===== src/rtl/digit_entry_pkg.sv =====
// Shared encodings for the push-button digit entry controller:
// FSM states, button bit positions and the BCD digit ceiling.
package digit_entry_pkg;

  typedef enum logic [1:0] {
    ST_IDLE   = 2'd0,
    ST_EDIT   = 2'd1,
    ST_COMMIT = 2'd2
  } state_e;

  localparam int BTN_UP     = 0;
  localparam int BTN_DOWN   = 1;
  localparam int BTN_LEFT   = 2;
  localparam int BTN_RIGHT  = 3;
  localparam int BTN_CENTER = 4;
  localparam int BTN_COUNT  = 5;

  localparam logic [3:0] BCD_MAX = 4'd9;

endpackage


===== src/rtl/press_edge_capture.sv =====
// Registers button levels once and emits a single-cycle event on each
// observed rising edge; buttons already held when reset releases stay silent.
module press_edge_capture #(
  parameter int WIDTH = 5
) (
  input  logic             clk,
  input  logic             rst,
  input  logic [WIDTH-1:0] btn_i,
  output logic [WIDTH-1:0] evt_o
);

  logic [WIDTH-1:0] in_q;
  logic [WIDTH-1:0] prev_q;
  logic             primed_q;

  // prev_q keeps its all-ones reset value through the first sample, so a
  // level captured on the first edge after reset is treated as already seen.
  always_ff @(posedge clk or posedge rst) begin
    if (rst) begin
      in_q     <= '0;
      prev_q   <= '1;
      primed_q <= 1'b0;
    end else begin
      in_q     <= btn_i;
      prev_q   <= primed_q ? in_q : '1;
      primed_q <= 1'b1;
    end
  end

  assign evt_o = in_q & ~prev_q;

endmodule


===== src/rtl/digit_entry_ctrl.sv =====
// Cursor-based multi-digit BCD editor driven by five push-buttons, handing
// each finished entry downstream through a valid/ready commit handshake.
module digit_entry_ctrl
  import digit_entry_pkg::*;
#(
  parameter int  DIGITS = 4,
  localparam int CUR_W  = $clog2(DIGITS)
) (
  input  logic                clk,
  input  logic                rst,
  input  logic                btn_up,
  input  logic                btn_down,
  input  logic                btn_left,
  input  logic                btn_right,
  input  logic                btn_center,
  output logic [4*DIGITS-1:0] digits,
  output logic [CUR_W-1:0]    cursor,
  output logic                editing,
  output logic                commit_valid,
  output logic [4*DIGITS-1:0] commit_value,
  input  logic                commit_ready
);

  localparam logic [CUR_W-1:0] CUR_LAST = CUR_W'(DIGITS - 1);

  function automatic logic [3:0] bcd_inc(input logic [3:0] d);
    return (d >= BCD_MAX) ? 4'd0 : d + 4'd1;
  endfunction

  function automatic logic [3:0] bcd_dec(input logic [3:0] d);
    return (d == 4'd0) ? BCD_MAX : d - 4'd1;
  endfunction

  logic [BTN_COUNT-1:0] btn_lvl;
  logic [BTN_COUNT-1:0] evt;

  assign btn_lvl[BTN_UP]     = btn_up;
  assign btn_lvl[BTN_DOWN]   = btn_down;
  assign btn_lvl[BTN_LEFT]   = btn_left;
  assign btn_lvl[BTN_RIGHT]  = btn_right;
  assign btn_lvl[BTN_CENTER] = btn_center;

  press_edge_capture #(.WIDTH(BTN_COUNT)) u_capture (
    .clk   (clk),
    .rst   (rst),
    .btn_i (btn_lvl),
    .evt_o (evt)
  );

  state_e              state_q,  state_d;
  logic [4*DIGITS-1:0] digits_q, digits_d;
  logic [CUR_W-1:0]    cursor_q, cursor_d;
  logic                cvalid_q, cvalid_d;
  logic [4*DIGITS-1:0] cvalue_q, cvalue_d;
  logic [3:0]          cur_digit;

  assign cur_digit = digits_q[{cursor_q, 2'b00} +: 4];

  always_ff @(posedge clk or posedge rst) begin
    if (rst) begin
      state_q  <= ST_IDLE;
      digits_q <= '0;
      cursor_q <= '0;
      cvalid_q <= 1'b0;
      cvalue_q <= '0;
    end else begin
      state_q  <= state_d;
      digits_q <= digits_d;
      cursor_q <= cursor_d;
      cvalid_q <= cvalid_d;
      cvalue_q <= cvalue_d;
    end
  end

  always_comb begin
    state_d  = state_q;
    digits_d = digits_q;
    cursor_d = cursor_q;
    cvalid_d = cvalid_q;
    cvalue_d = cvalue_q;
    unique case (state_q)
      ST_IDLE: begin
        if (evt[BTN_CENTER]) begin
          state_d  = ST_EDIT;
          cursor_d = '0;
        end
      end
      ST_EDIT: begin
        // Strict priority chain: a losing simultaneous event is dropped.
        if (evt[BTN_CENTER]) begin
          cvalue_d = digits_q;
          cvalid_d = 1'b1;
          state_d  = ST_COMMIT;
        end else if (evt[BTN_UP]) begin
          digits_d[{cursor_q, 2'b00} +: 4] = bcd_inc(cur_digit);
        end else if (evt[BTN_DOWN]) begin
          digits_d[{cursor_q, 2'b00} +: 4] = bcd_dec(cur_digit);
        end else if (evt[BTN_LEFT]) begin
          cursor_d = (cursor_q == CUR_LAST) ? '0 : cursor_q + 1'b1;
        end else if (evt[BTN_RIGHT]) begin
          cursor_d = (cursor_q == '0) ? CUR_LAST : cursor_q - 1'b1;
        end
      end
      ST_COMMIT: begin
        if (cvalid_q && commit_ready) begin
          cvalid_d = 1'b0;
          state_d  = ST_IDLE;
        end
      end
      default: state_d = ST_IDLE;
    endcase
  end

  assign digits       = digits_q;
  assign cursor       = cursor_q;
  assign editing      = (state_q == ST_EDIT);
  assign commit_valid = cvalid_q;
  assign commit_value = cvalue_q;

endmodule


===== config.mk =====
export PLATFORM = sky130hd
export DESIGN_NAME = digit_entry_ctrl
export DESIGN_NICKNAME = d
export VERILOG_FILES = /design/src/rtl/digit_entry_pkg.sv /design/src/rtl/press_edge_capture.sv /design/src/rtl/digit_entry_ctrl.sv
export SDC_FILE = /design/constraint.sdc
export NUM_CORES = 1
export LEC_CHECK = 0
export ABC_CLOCK_PERIOD_IN_PS = 3700
export BUFFER_PORTS_ARGS = -buffer_cell sky130_fd_sc_hd__buf_2
export CAP_MARGIN = 20
export CELL_PAD_IN_SITES_DETAIL_PLACEMENT = 1
export CELL_PAD_IN_SITES_GLOBAL_PLACEMENT = 1
export CORE_UTILIZATION = 30
export DETAILED_ROUTE_END_ITERATION = 12
export PLACE_DENSITY_LB_ADDON = 0.2
export SLEW_MARGIN = 30
export SYNTH_ARGS = -nofsm -noshare
export SYNTH_HDL_FRONTEND = slang
export SYNTH_HIERARCHICAL = 1
export SYNTH_SLANG_ARGS = --single-unit

===== constraint.sdc =====
create_clock -name clk -period 3.7 [get_ports clk]
set_clock_uncertainty 0.2 [all_clocks]
set_input_delay 0.74 -clock clk [delete_from_list [all_inputs] [get_ports clk]]
set_output_delay 0.74 -clock clk [all_outputs]
set_load 0.02 [all_outputs]

; Yosys cells after proc, flatten, opt, wreduce, memory -nomap -nowiden
; Index checks and enable logic that the tools add are counted.
[classes]
muxes = 23
magnitude_cmp = 1
shift = 4
reduce_logical = 12
eq_ne = 10
addsub = 5
bitwise = 3
[ops]
columns = cell, n
row1 = $bwmux W16, 2
row2 = $mux W16, 2
row3 = $shiftx A4 B6 Y16, 2
row4 = $mux W2, 11
row5 = $shift A4 B6 Y16 const A, 1
row6 = $shiftx A16 B5 Y4, 1
row7 = $ne A2 B2 Y1 const B, 5
row8 = $reduce_and A3 Y1, 3
row9 = $mux W4, 2
row10 = $neg A4 Y6, 1
row11 = $pmux W2 S3, 1
row12 = $reduce_and A6 Y1, 1
row13 = $reduce_bool A2 Y1, 3
row14 = $and A5 B5 Y5, 1
row15 = $mux W5, 1
row16 = $not A5 Y5, 1
row17 = $add A4 B1 Y4 const B, 1
row18 = $eq A2 B2 Y1 const B, 2
row19 = $ge A4 B4 Y1 const B, 1
row20 = $logic_not A2 Y1, 2
row21 = $logic_not A4 Y1, 1
row22 = $pmux W2 S2, 1
row23 = $sub A4 B1 Y4 const B, 1
row24 = $ne A3 B1 Y1 const B, 1
row25 = other kinds (9), 10
[totals]
regBits = 48

; Longest topological paths before layout
; Gate-level depths: netlist of the first run.
[logic_depth]
word_depth = 8
mapped_depth = 9
mapped_depth_nobuf = 8

; Modules after synthesis
; Netlist of the first run, hierarchy kept.
[by_module_without_submodules]
columns = module, instances, seq_area_each_um2, area_per_inst_um2, cells_per_inst
row1 = digit_entry_ctrl, 1, 925.9, 1936.9, 179
row2 = press_edge_capture, 1, 281.5, 351.6, 23

; Least setup slack after synthesis of the first run
; OpenSTA, ideal clock, no wires.
[synth_timing]
path_type = reg2reg
startpoint = register cursor_q[0], in the netlist cursor[0]
endpoint = register digits_q[13], in the netlist digits[13]
stages_incl_launch_ff = 9
slack_ps = 715
setup_time_ps = 66
arrival_ps = 2718
path_cell_list = dfrtp_1 -> buf_6 -> mux4_2 -> inv_1 -> ha_1 -> or3b_2 -> o221a_2 -> o21ai_0 -> a22o_1
[synth_between]
elab_chain_len = 7
elab_cells_between_ends = 15
cone_classes = add/sub (3) / order compare (1) / shift (4) / mux (6) / reduce/logical (1)
[synth_lines]
columns = item, line
row1 = start: declaration, digit_entry_ctrl.sv:52  ; logic [CUR_W-1:0] cursor_q, cursor_d;
row2 = start signal: assignment, digit_entry_ctrl.sv:69  ; cursor_q <= cursor_d;
row3 = $shiftx A16 B5 Y4, digit_entry_ctrl.sv:57  ; assign cur_digit = digits_q[{cursor_q, 2'b00} +: 4];
row4 = $sub A4 B1 Y4 / $logic_not A4 Y1 (equally long branches), digit_entry_ctrl.sv:31  ; return (d == 4'd0) ? BCD_MAX : d - 4'd1;
row5 = $mux W4, digit_entry_ctrl.sv:31
row6 = $shiftx A4 B6 Y16, digit_entry_ctrl.sv:97  ; digits_d[{cursor_q, 2'b00} +: 4] = bcd_dec(cur_digit);
row7 = $bwmux W16, digit_entry_ctrl.sv:97
row8 = $mux W16, digit_entry_ctrl.sv:96  ; end else if (evt[BTN_DOWN]) begin
row9 = $mux W16 *, digit_entry_ctrl.sv:94  ; end else if (evt[BTN_UP]) begin
row10 = end signal: assignment, digit_entry_ctrl.sv:68  ; digits_q <= digits_d;
row11 = end: declaration, digit_entry_ctrl.sv:51  ; logic [4*DIGITS-1:0] digits_q, digits_d;
; Mark *: on every way between the ends. The rest lies on a longest branch, timed or not. The select of a mux whose other input is x is not followed.
; A chain may end at the register's enable or synchronous reset.

; Final worst setup path of the first run
; Ends and elaborated chain as after synthesis.

==> metrics.md, run 1 <==
| Metric | Value |
|---|---|
| Inserted Clock Buffers | 5 |
| Pleak | 1.34 nW |
| Final Hold Slack | 0.203 ns |
| Clk sinks | 48 |
| Worst slew pin tran | 0.731 ns |
| Post-route worst setup slack | 0.406 ns |
| IO Port Bufs | 43 |
| RSZ-0062 raised after global routing | false |
| Drt first-iter violations | 78 |
| Largest net degree at the start of global routing | 38 |
| Yosys top cell area share | 47.0% |
| CTS tree | built |
| Worst-path fanout max | 7 |
| Seq/Total Area, Yosys | 52.8% |
| Setup tns final | 0 ns |
| Placed cell count | 342 |
| Mapped Cells | 202 |
| CP endpoint kind | register |
| Yosys reg bits | 48 |
| Routability congestion estimate | 0.904 |
| WL final | 5.53 mm |
| Area of placed instances | 2630 sq um |
| Fraction of layout cells with a size suffix above 1 | 33.5% |
| Area Overhead vs Synth | 18.5% |
| Post-synth cell types | 38 |
| Setup CP Type | reg -> reg |
| Yosys Warn Count | 6 |
| Number of enable flip-flop cells after synthesis | 0 |
| Placed wire-length estimate | 4.10 mm |
| Wire length per cell | 15.8 um |
| Filler cell count | 843 |
| Critical Path AT | 3.34 ns |
| Period utilization | 89.0% |
| Synth area leader | dfrtp_1 |
| Place WS | 0.450 ns |
| Required time worst endpoint | 3.74 ns |
| Htree depth | 2 |
| Async set or reset register ratio after synthesis | 100% |
| Min cycle time layout | 3.29 ns |
| Mapped cell area | 2290 sq um |
| # setup viols final | 0 |
| Die height | 89.3 um |
| Max Cap Viol | 0 |
| Post-CTS Hold Buffers | 0 |
| HP Class | in -> async |
| GR Util All Layers | 15.7% |
| # IOs | 44 |
| Post-layout nets | 266 |
| DRC errors left | 0 |
| Vias per Instance | 4.91 |
| Root Driver | clkbuf_8 |
| Fin cells | 350 |
| CP max stage delay | 0.64 ns |
| Crit path cell chain | mux4_2 > inv_1 > ha_1 > or3b_2 > o221a_2 > o21ai_0 > a22o_1 |
| Global-route wire length before repair | 9.11 mm |
| Avg Inst Size Synth | 11.3 sq um |
| 1st-pass router iterations | 4 |
| Die footprint | 7980 sq um |
| DRT antenna net count | 0 |
| Die X | 89.3 um |
| Synth Net Count | 218 |
| ANT cells | 0 |
| Maximum clock path buffer count | 2 |
| Core area | 7330 sq um |
| Initial core utilization | 31.2% |
| Power Dens Cells | 322 nW/um^2 |
| Final Max Slew Viols | 0 |
| Std cell rows | 31 |
| Hold Vio Cnt, Final | 0 |
| Latest clock arrival within the worst-skew pair | 0.30 ns |
| Grt ovf | 0 |
| Max frequency | 0.304 GHz |
| CTS resizes | 0 |
| Via count | 1,719 |
| Final Cell Area | 2710 sq um |
| CP max-delay cell | mux4_2 |
| Clock slew at reported path FFs | 0.09 ns |
| Synth top area cells | dfrtp_1 (47%), mux2_2 (8.9%), dfstp_2 (5.7%), ha_1 (4.4%), mux4_2 (3.9%) |
| Dominant synthesized flop cell | dfrtp_1 |
| Worst vdd ir | 0.127 mV |
| Initial antenna violation count | 0 |
| Outcome | finished, final reports clean |
| Post-CTS setup repair buffer count | 0 |
| Max transition margin | 51.1% |
| Number of global-route vias before repair | 1,730 |
| Critical Path Start Type | register |
[final cells by class]
cell class | count | area (sq um) | share of cell area (%)
inverters | 11 | 41.3 | 1.52
multi-input cells | 137 | 1010 | 37.2
clock inverters | 2 | 12.5 | 0.461
well taps | 99 | 124 | 4.57
clock buffers | 6 | 72.6 | 2.68
flip-flops and latches | 48 | 1210 | 44.5
repair buffers | 47 | 245 | 9.04
[registers in the layout (all words and copies together) (netlist names)]
register,cells
commit_valid,1
commit_value,16
cursor,2
digits,16
state_q,2
u_capture/in_q,5
u_capture/prev_q,5
u_capture/primed_q,1
[Yosys cell counts, drive strengths merged, types with 4 or more instances]
library cell   n
dfrtp         43
nand2b        11
mux2          18
nor3           5
inv           11
a22o           4
nor2          10
nand2         23
mux4           4
o21ai         16
dfstp          5
ha             8
a21oi          5
nor2b          6
[final timing paths]
check	startpoint	to	slack (ns)	depth (start not counted)
max in group asynchronous	rst	digits[10]	2.60	3
max reg2reg	cursor[0]	digits[13]	0.41	7
min	rst	u_capture/in_q[4]	0.20	2
max	cursor[0]	digits[13]	0.41	7
min reg2reg	u_capture/in_q[0]	u_capture/prev_q[0]	0.27	1
min in group clk	u_capture/in_q[0]	u_capture/prev_q[0]	0.27	1
[critical path, delay by kind of cell, from the launching register on]
family | cells | cell delay (ns)
adders and majority gates | 1 | 0.23
DFF | 1 | 0.57
muxes | 1 | 0.64
and+or+nand+nor | 1 | 0.48
AOI/OAI and AO/OA | 3 | 0.99
buffers and inverters | 1 | 0.13
[per-layer routing]
layer / vias up / global-route usage [%] / part of all wire [%]
met5: - / 0 / 0
met4: 0 / 4.76 / 1.2
met3: 7 / 2.95 / 3.7
met2: 37 / 25.6 / 47
met1: 877 / 21.1 / 48
li1: 798 / - / -
[stage by stage]
stage,power [mW],util (%)
floorplan,0.561,-
global placement,0.572,35.8
detailed placement,0.573,35.8
CTS,0.889,37.0
global route,0.915,37.0
finish,0.873,37.0
[logic make-up (layout without fill, tap and decap cells)]
group                      Yosys count  count (layout)  synth area share (%)
other                                1               1                 0.164
AOI/OAI and AO/OA                   37              37                  10.9
xor gates and xnor gates             1               1                 0.383
DFF                                 48              48                  52.8
buffers and inverters               17              66                  3.17
muxes                               24              24                  13.7
and+or+nand+nor                     66              66                  14.6
adders and majority gates            8               8                  4.37
[placed cells by master, fill, tap and decap left out, types with 2 or more instances in the layout]
master    Yosys  final
buf_2         1     43
or2b_1        2      2
mux2i_1       2      2
dfrtp_1      43     43
o21ai_0      12     12
nor2_1       10     10
nor3_1        5      5
a22o_1        4      4
o21ai_1       4      4
o31ai_1       3      3
clkbuf_8      0      5
inv_1        11     11
a211o_1       3      3
buf_4         0      4
or3_1         2      2
nor2b_1       6      6
ha_1          8      8
nand2_1      23     23
mux4_2        4      4
mux2_2       18     18
a21oi_1       5      5
nand4_1       2      2
dfstp_2       5      5
nand2b_1     11     11
[power by group]
part / switching, mW / internal, mW
logic: 0.0172 / 0.00853
clock network: 0.180 / 0.132
registers: 0.00263 / 0.532
total: 0.200 / 0.673
Power figures use the tool's default switching activity.
==> run 2: changes to the inputs <==
--- a/config.mk
+++ b/config.mk
@@ -12,7 +12,7 @@
 export CELL_PAD_IN_SITES_GLOBAL_PLACEMENT = 1
 export CORE_UTILIZATION = 30
 export DETAILED_ROUTE_END_ITERATION = 12
-export PLACE_DENSITY_LB_ADDON = 0.2
+export PLACE_DENSITY_LB_ADDON = 0.1
 export SLEW_MARGIN = 30
 export SYNTH_ARGS = -nofsm -noshare
 export SYNTH_HDL_FRONTEND = slang
==> run 2 against run 1 <==
Effect of this change:
- global-route usage down 0.35 points
- worst hold slack better by 0.010 ns
- clock-buffer cell count unchanged
==> metrics.md, run 2 (synthesis gave the netlist of run 1 again) <==
| Metric | Value |
|---|---|
| Crit path cell chain | mux4_2 > inv_1 > ha_1 > or3b_2 > o221a_2 > o21ai_0 > a22o_1 |
| Most frequent cells in the layout | dfrtp_1 (43), buf_2 (43), nand2_1 (23) |
| Hold Vio Cnt, Final | 0 |
| GR Util All Layers | 15.3% |
| Psw | 0.196 mW |
| Final Hold Slack | 0.213 ns |
| Clk sinks | 48 |
| Reg2Reg Setup Slack | 0.54 ns |
| Fin util | 37.1% |
| CP max-delay cell | mux4_2 |
| CP startpoint | cursor[0] |
| Pint | 0.694 mW |
| Via count | 1,688 |
| Flop pwr share | 60.1% |
| Min cycle time layout | 3.16 ns |
| Period utilization | 85.3% |
| CTS resizes | 0 |
| Tot Pwr | 0.890 mW |
| Critical Path AT | 3.20 ns |
| # IOs | 44 |
| 1st-pass router iterations | 4 |
| Setup CP Type | reg -> reg |
| Area Overhead vs Synth | 19.0% |
| # setup viols final | 0 |
| HP Class | in -> async |
| Drt first-iter violations | 20 |
| Post-CTS Hold Buffers | 0 |
| Critical Path Start Type | register |
| Maximum clock path buffer count | 2 |
| Inserted Clock Buffers | 5 |
| Filler cell count | 851 |
| Wire length per cell | 15.5 um |
| Latest clock arrival within the worst-skew pair | 0.30 ns |
| Std cell rows | 31 |
| Die height | 89.3 um |
| Die footprint | 7980 sq um |
| CTS tree | built |
| Grt ovf | 0 |
| Die X | 89.3 um |
| IO Port Bufs | 43 |
| CP endpoint kind | register |
| ANT cells | 0 |
| Global-route wire length before repair | 8.98 mm |
| Post-layout nets | 266 |
| Reg2reg end | digits[9] |
| Outcome | finished, final reports clean |
| WL final | 5.42 mm |
| Setup tns final | 0 ns |
| Post-CTS setup repair buffer count | 0 |
| Fraction of layout cells with a size suffix above 1 | 33.9% |
| Worst-path fanout max | 7 |
| DRT antenna net count | 0 |
| Root Driver | clkbuf_8 |
| Footprint of the multi-input gates | 1010 sq um |
| Clock power frac | 36.9% |
| Reg area | 1210 sq um |
| Place WS | 0.545 ns |
| Pleak | 1.35 nW |
| Clock slew at reported path FFs | 0.09 ns |
| Initial core utilization | 31.2% |
| Placed wire-length estimate | 4.18 mm |
| Switching share of power | 22.0% |
| Comb power frac | 3.0% |
| Worst reg2reg path depth | 7 |
| DRC errors left | 0 |
| Vias per Instance | 4.82 |
| Required time worst endpoint | 3.74 ns |
| CP max stage delay | 0.63 ns |
| Worst vdd ir | 0.131 mV |
| Post-route worst setup slack | 0.544 ns |
| Final Max Slew Viols | 0 |
| Htree depth | 2 |
| FF-to-FF Start | cursor[0] |
| Max frequency | 0.317 GHz |
| Max Cap Viol | 0 |
| Max transition margin | 52.7% |
| Number of global-route vias before repair | 1,712 |
| Worst slew pin tran | 0.708 ns |
| Core area | 7330 sq um |
| Power Dens Cells | 327 nW/um^2 |
| Largest net degree at the start of global routing | 38 |
| Routability congestion estimate | 0.801 |
| Initial antenna violation count | 0 |
| RSZ-0062 raised after global routing | false |
[run 2: cell types whose count changed in the layout (fill, tap and decap cells not counted)]
| cell | change |
|---|---|
| inv_6 | +1 |
| clkbuf_1 | -1 |
| clkinvlp_4 | -1 |
| clkbuf_8 | +1 |
[run 2: power by group through the flow]
| stage | sequential [mW] | clock, mW | combinational (mW) |
|---|---|---|---|
| after floorplan | 0.544 | 0 | 0.0166 |
| after global placement | 0.545 | 0 | 0.0279 |
| after detailed placement | 0.545 | 0 | 0.0280 |
| after CTS | 0.535 | 0.348 | 0.0280 |
| after global routing | 0.536 | 0.363 | 0.0309 |
| final | 0.535 | 0.329 | 0.0263 |
[run 2: how the worst max path moves through the flow]
stage	endpoint	slack [ns]	depth (start not counted)
3_3_place_gp	digits[1]	0.60	7
4_1_cts	digits[5]	0.50	7
3_5_place_dp	digits[5]	0.55	7
6_report	digits[9]	0.54	7
2_1_floorplan	digits[13]	0.72	8
5_1_grt	digits[9]	0.29	7
[run 2: per-stage QoR]
stage | std cells | area [sq um]
3_5_place_dp | 342 | 2630
5_1_grt | 350 | 2720
6_report | 350 | 2720
3_3_place_gp | 342 | 2630
4_1_cts | 350 | 2720
2_1_floorplan | 202 | 2290
[run 2: area by class of cell]
type	instances	area share, %
clock buffer	6	3.03
inverter	11	1.52
multi-input combinational	137	37.0
tap	99	4.55
timing repair buffer	47	9.01
sequential	48	44.3
clock inverter	2	0.506
[run 2: critical path, delay by kind of cell (launching register included)]
kind,cells,cell delay (ns)
multiplexers,1,0.63
adder cells (fa/ha/maj),1,0.24
AND/OR/NAND/NOR,1,0.48
buffers and inverters,1,0.13
flip-flops,1,0.54
AO/OA/AOI/OAI,3,0.89
[run 2: layer usage]
metal	up-vias	GRT usage (%)	routed length, um
li1	803	-	-
met1	830	19.2	2530
met2	43	25.3	2560
met3	12	2.77	150
met4	0	7.79	176
met5	-	0	0
==> run 3: changes to the inputs <==
--- a/config.mk
+++ b/config.mk
@@ -5,14 +5,14 @@
 export SDC_FILE = /design/constraint.sdc
 export NUM_CORES = 1
 export LEC_CHECK = 0
-export ABC_CLOCK_PERIOD_IN_PS = 3700
+export ABC_CLOCK_PERIOD_IN_PS = 3000
 export BUFFER_PORTS_ARGS = -buffer_cell sky130_fd_sc_hd__buf_2
 export CAP_MARGIN = 20
 export CELL_PAD_IN_SITES_DETAIL_PLACEMENT = 1
 export CELL_PAD_IN_SITES_GLOBAL_PLACEMENT = 1
 export CORE_UTILIZATION = 30
 export DETAILED_ROUTE_END_ITERATION = 12
-export PLACE_DENSITY_LB_ADDON = 0.1
+export PLACE_DENSITY = 0.55
 export SLEW_MARGIN = 30
 export SYNTH_ARGS = -nofsm -noshare
 export SYNTH_HDL_FRONTEND = slang
==> constraint.sdc (replaced) <==
create_clock -name clk -period 3 [get_ports clk]
set_clock_uncertainty 0.2 [all_clocks]
set_input_delay 0.6 -clock clk [delete_from_list [all_inputs] [get_ports clk]]
set_output_delay 0.6 -clock clk [all_outputs]
set_load 0.02 [all_outputs]
==> run 3 against run 2 <==
Effect of this change:
- final cell count up 1.4%
- worst setup slack got worse by 0.39 ns
- clock-buffer cell count shrank 1
- non-clock buffer count grew 5
- sequential share of layout area fell by 1.2 points
- register-to-register slack worse by 0.39 ns
- flip-flop and latch count did not move
- global-route usage rose by 0.31 points
- final area increased by 2.9%
- utilization increased by 1.1 points
- critical path depth rose by 1
- total power rose by 42%
- critical path type unchanged
- critical endpoint is now digits[5]
- largest power group unchanged
==> metrics.md, run 3 (synthesis gave the netlist of run 1 again) <==
| Metric | Value |
|---|---|
| Routability congestion estimate | 0.885 |
| Fraction of layout cells with a size suffix above 1 | 35.5% |
| Hold Vio Cnt, Final | 0 |
| Setup tns final | 0 ns |
| Critical Path Start Type | register |
| Period utilization | 95.0% |
| Filler cell count | 843 |
| Initial core utilization | 31.2% |
| Max Cap Viol | 0 |
| Worst slew pin tran | 0.756 ns |
| CP endpoint kind | register |
| # setup viols final | 0 |
| Die X | 89.3 um |
| Root Driver | clkbuf_8 |
| Final Hold Slack | 0.0793 ns |
| Switching share of power | 20.4% |
| Htree depth | 2 |
| Largest net degree at the start of global routing | 38 |
| ANT cells | 0 |
| Setup CP Type | reg -> reg |
| Via count | 1,733 |
| Min cycle time layout | 2.85 ns |
| 1st-pass router iterations | 4 |
| Final Max Slew Viols | 0 |
| Outcome | finished, final reports clean |
| Latest clock arrival within the worst-skew pair | 0.30 ns |
| Worst vdd ir | 0.190 mV |
| Number of global-route vias before repair | 1,784 |
| Placed wire-length estimate | 4.28 mm |
| DRC errors left | 0 |
| Required time worst endpoint | 3.05 ns |
| Clk sinks | 48 |
| Inserted Clock Buffers | 5 |
| Clock slew at reported path FFs | 0.10 ns |
| Vias per Instance | 4.88 |
| Core area | 7330 sq um |
| Clock power frac | 45.0% |
| Flop pwr share | 52.3% |
| CTS tree | built |
| RSZ-0062 raised after global routing | false |
| DRT antenna net count | 0 |
| IO Port Bufs | 43 |
| Most frequent cells in the layout | buf_2 (43), dfrtp_1 (42), nand2_1 (23) |
| Place WS | 0.147 ns |
| Area Overhead vs Synth | 22.5% |
| Tot Pwr | 1.26 mW |
| WL final | 5.67 mm |
| Comb power frac | 2.6% |
| Max frequency | 0.351 GHz |
| # IOs | 44 |
| Critical Path AT | 2.90 ns |
| Psw | 0.258 mW |
| GR Util All Layers | 15.6% |
| Die footprint | 7980 sq um |
| Grt ovf | 0 |
| Maximum clock path buffer count | 2 |
| Commonest non-fill, non-tap cell in the layout | buf_2 |
| Pleak | 1.39 nW |
| Worst-path fanout max | 5 |
| Std cell rows | 31 |
| Post-layout nets | 271 |
| Post-route worst setup slack | 0.149 ns |
| Wire length per cell | 16.0 um |
| Pint | 1.00 mW |
| Power Dens Cells | 450 nW/um^2 |
| Initial antenna violation count | 0 |
| Fin util | 38.2% |
| Global-route wire length before repair | 9.18 mm |
| Die height | 89.3 um |
| Drt first-iter violations | 91 |
| HP Class | in -> async |
| Post-CTS setup repair buffer count | 0 |
| Max transition margin | 49.5% |
==> run 3: cell types whose count changed in the layout (fill, tap and decap cells not counted) <==
cell | previous run | this run
buf_4 | 4 | 9
bufinv_16 | 0 | 2
clkbuf_8 | 6 | 5
clkinv_2 | 1 | 0
dfrtp_1 | 43 | 42
dfrtp_2 | 0 | 1
==> run 3: path summary, 6_finish.rpt <==
kind	start	to	slack, ns	depth (start not counted)
min in group clk	btn_down	u_capture/in_q[1]	0.20	1
max in group asynchronous	rst	cursor[0]	2.04	3
min	rst	u_capture/in_q[1]	0.08	2
min reg2reg	u_capture/in_q[3]	u_capture/prev_q[3]	0.27	1
max reg2reg	cursor[0]	digits[5]	0.15	8
max	cursor[0]	digits[5]	0.15	8
==> run 3: worst max-delay path, stage by stage (launching register included) <==
cell     delay (ns)
dfrtp_2        0.42
mux4_2         0.56
inv_1          0.15
ha_1           0.24
or3b_2         0.47
o221a_2        0.29
o21ai_0        0.19
buf_4          0.16
a22o_1         0.12
==> run 3: stage by stage <==
stage          area, sq um  cells
6_report              2800    355
5_1_grt               2800    355
4_1_cts               2800    355
2_1_floorplan         2290    202
3_5_place_dp          2660    347
3_3_place_gp          2660    347
==> run 3: cell type report <==
class,instances,area (sq um),area share (%)
Sequential cell,48,1210,43.1
Multi-Input combinational cell,137,1010,36.0
Tap cell,99,124,4.42
Timing Repair Buffer,52,283,10.1
Inverter,11,41.3,1.47
Clock buffer,5,68.8,2.46
Clock inverter,3,68.8,2.46
==> run 3: per-layer routing <==
layer | part of all wire [%] | global-route usage, %
met5 | 0 | 0
met4 | 0.85 | 4.91
met3 | 4.5 | 4.34
met2 | 47 | 25.9
met1 | 48 | 19.7
==> run 3: timing repair <==
action / CTS / global route
endpoints found under the hold margin: 0 / 0
hold buffers: 0 / 0
endpoints found under the setup margin: 0 / 5
resized for setup: 0 / 1
==> run 3: power groups by stage <==
| stage | logic, mW | clock network (mW) | registers, mW |
|---|---|---|---|
| final | 0.0332 | 0.568 | 0.660 |
| after global routing | 0.0387 | 0.614 | 0.661 |
| after CTS | 0.0351 | 0.585 | 0.660 |
| after detailed placement | 0.0350 | 0 | 0.673 |
| after global placement | 0.0349 | 0 | 0.672 |
| after floorplan | 0.0205 | 0 | 0.671 |
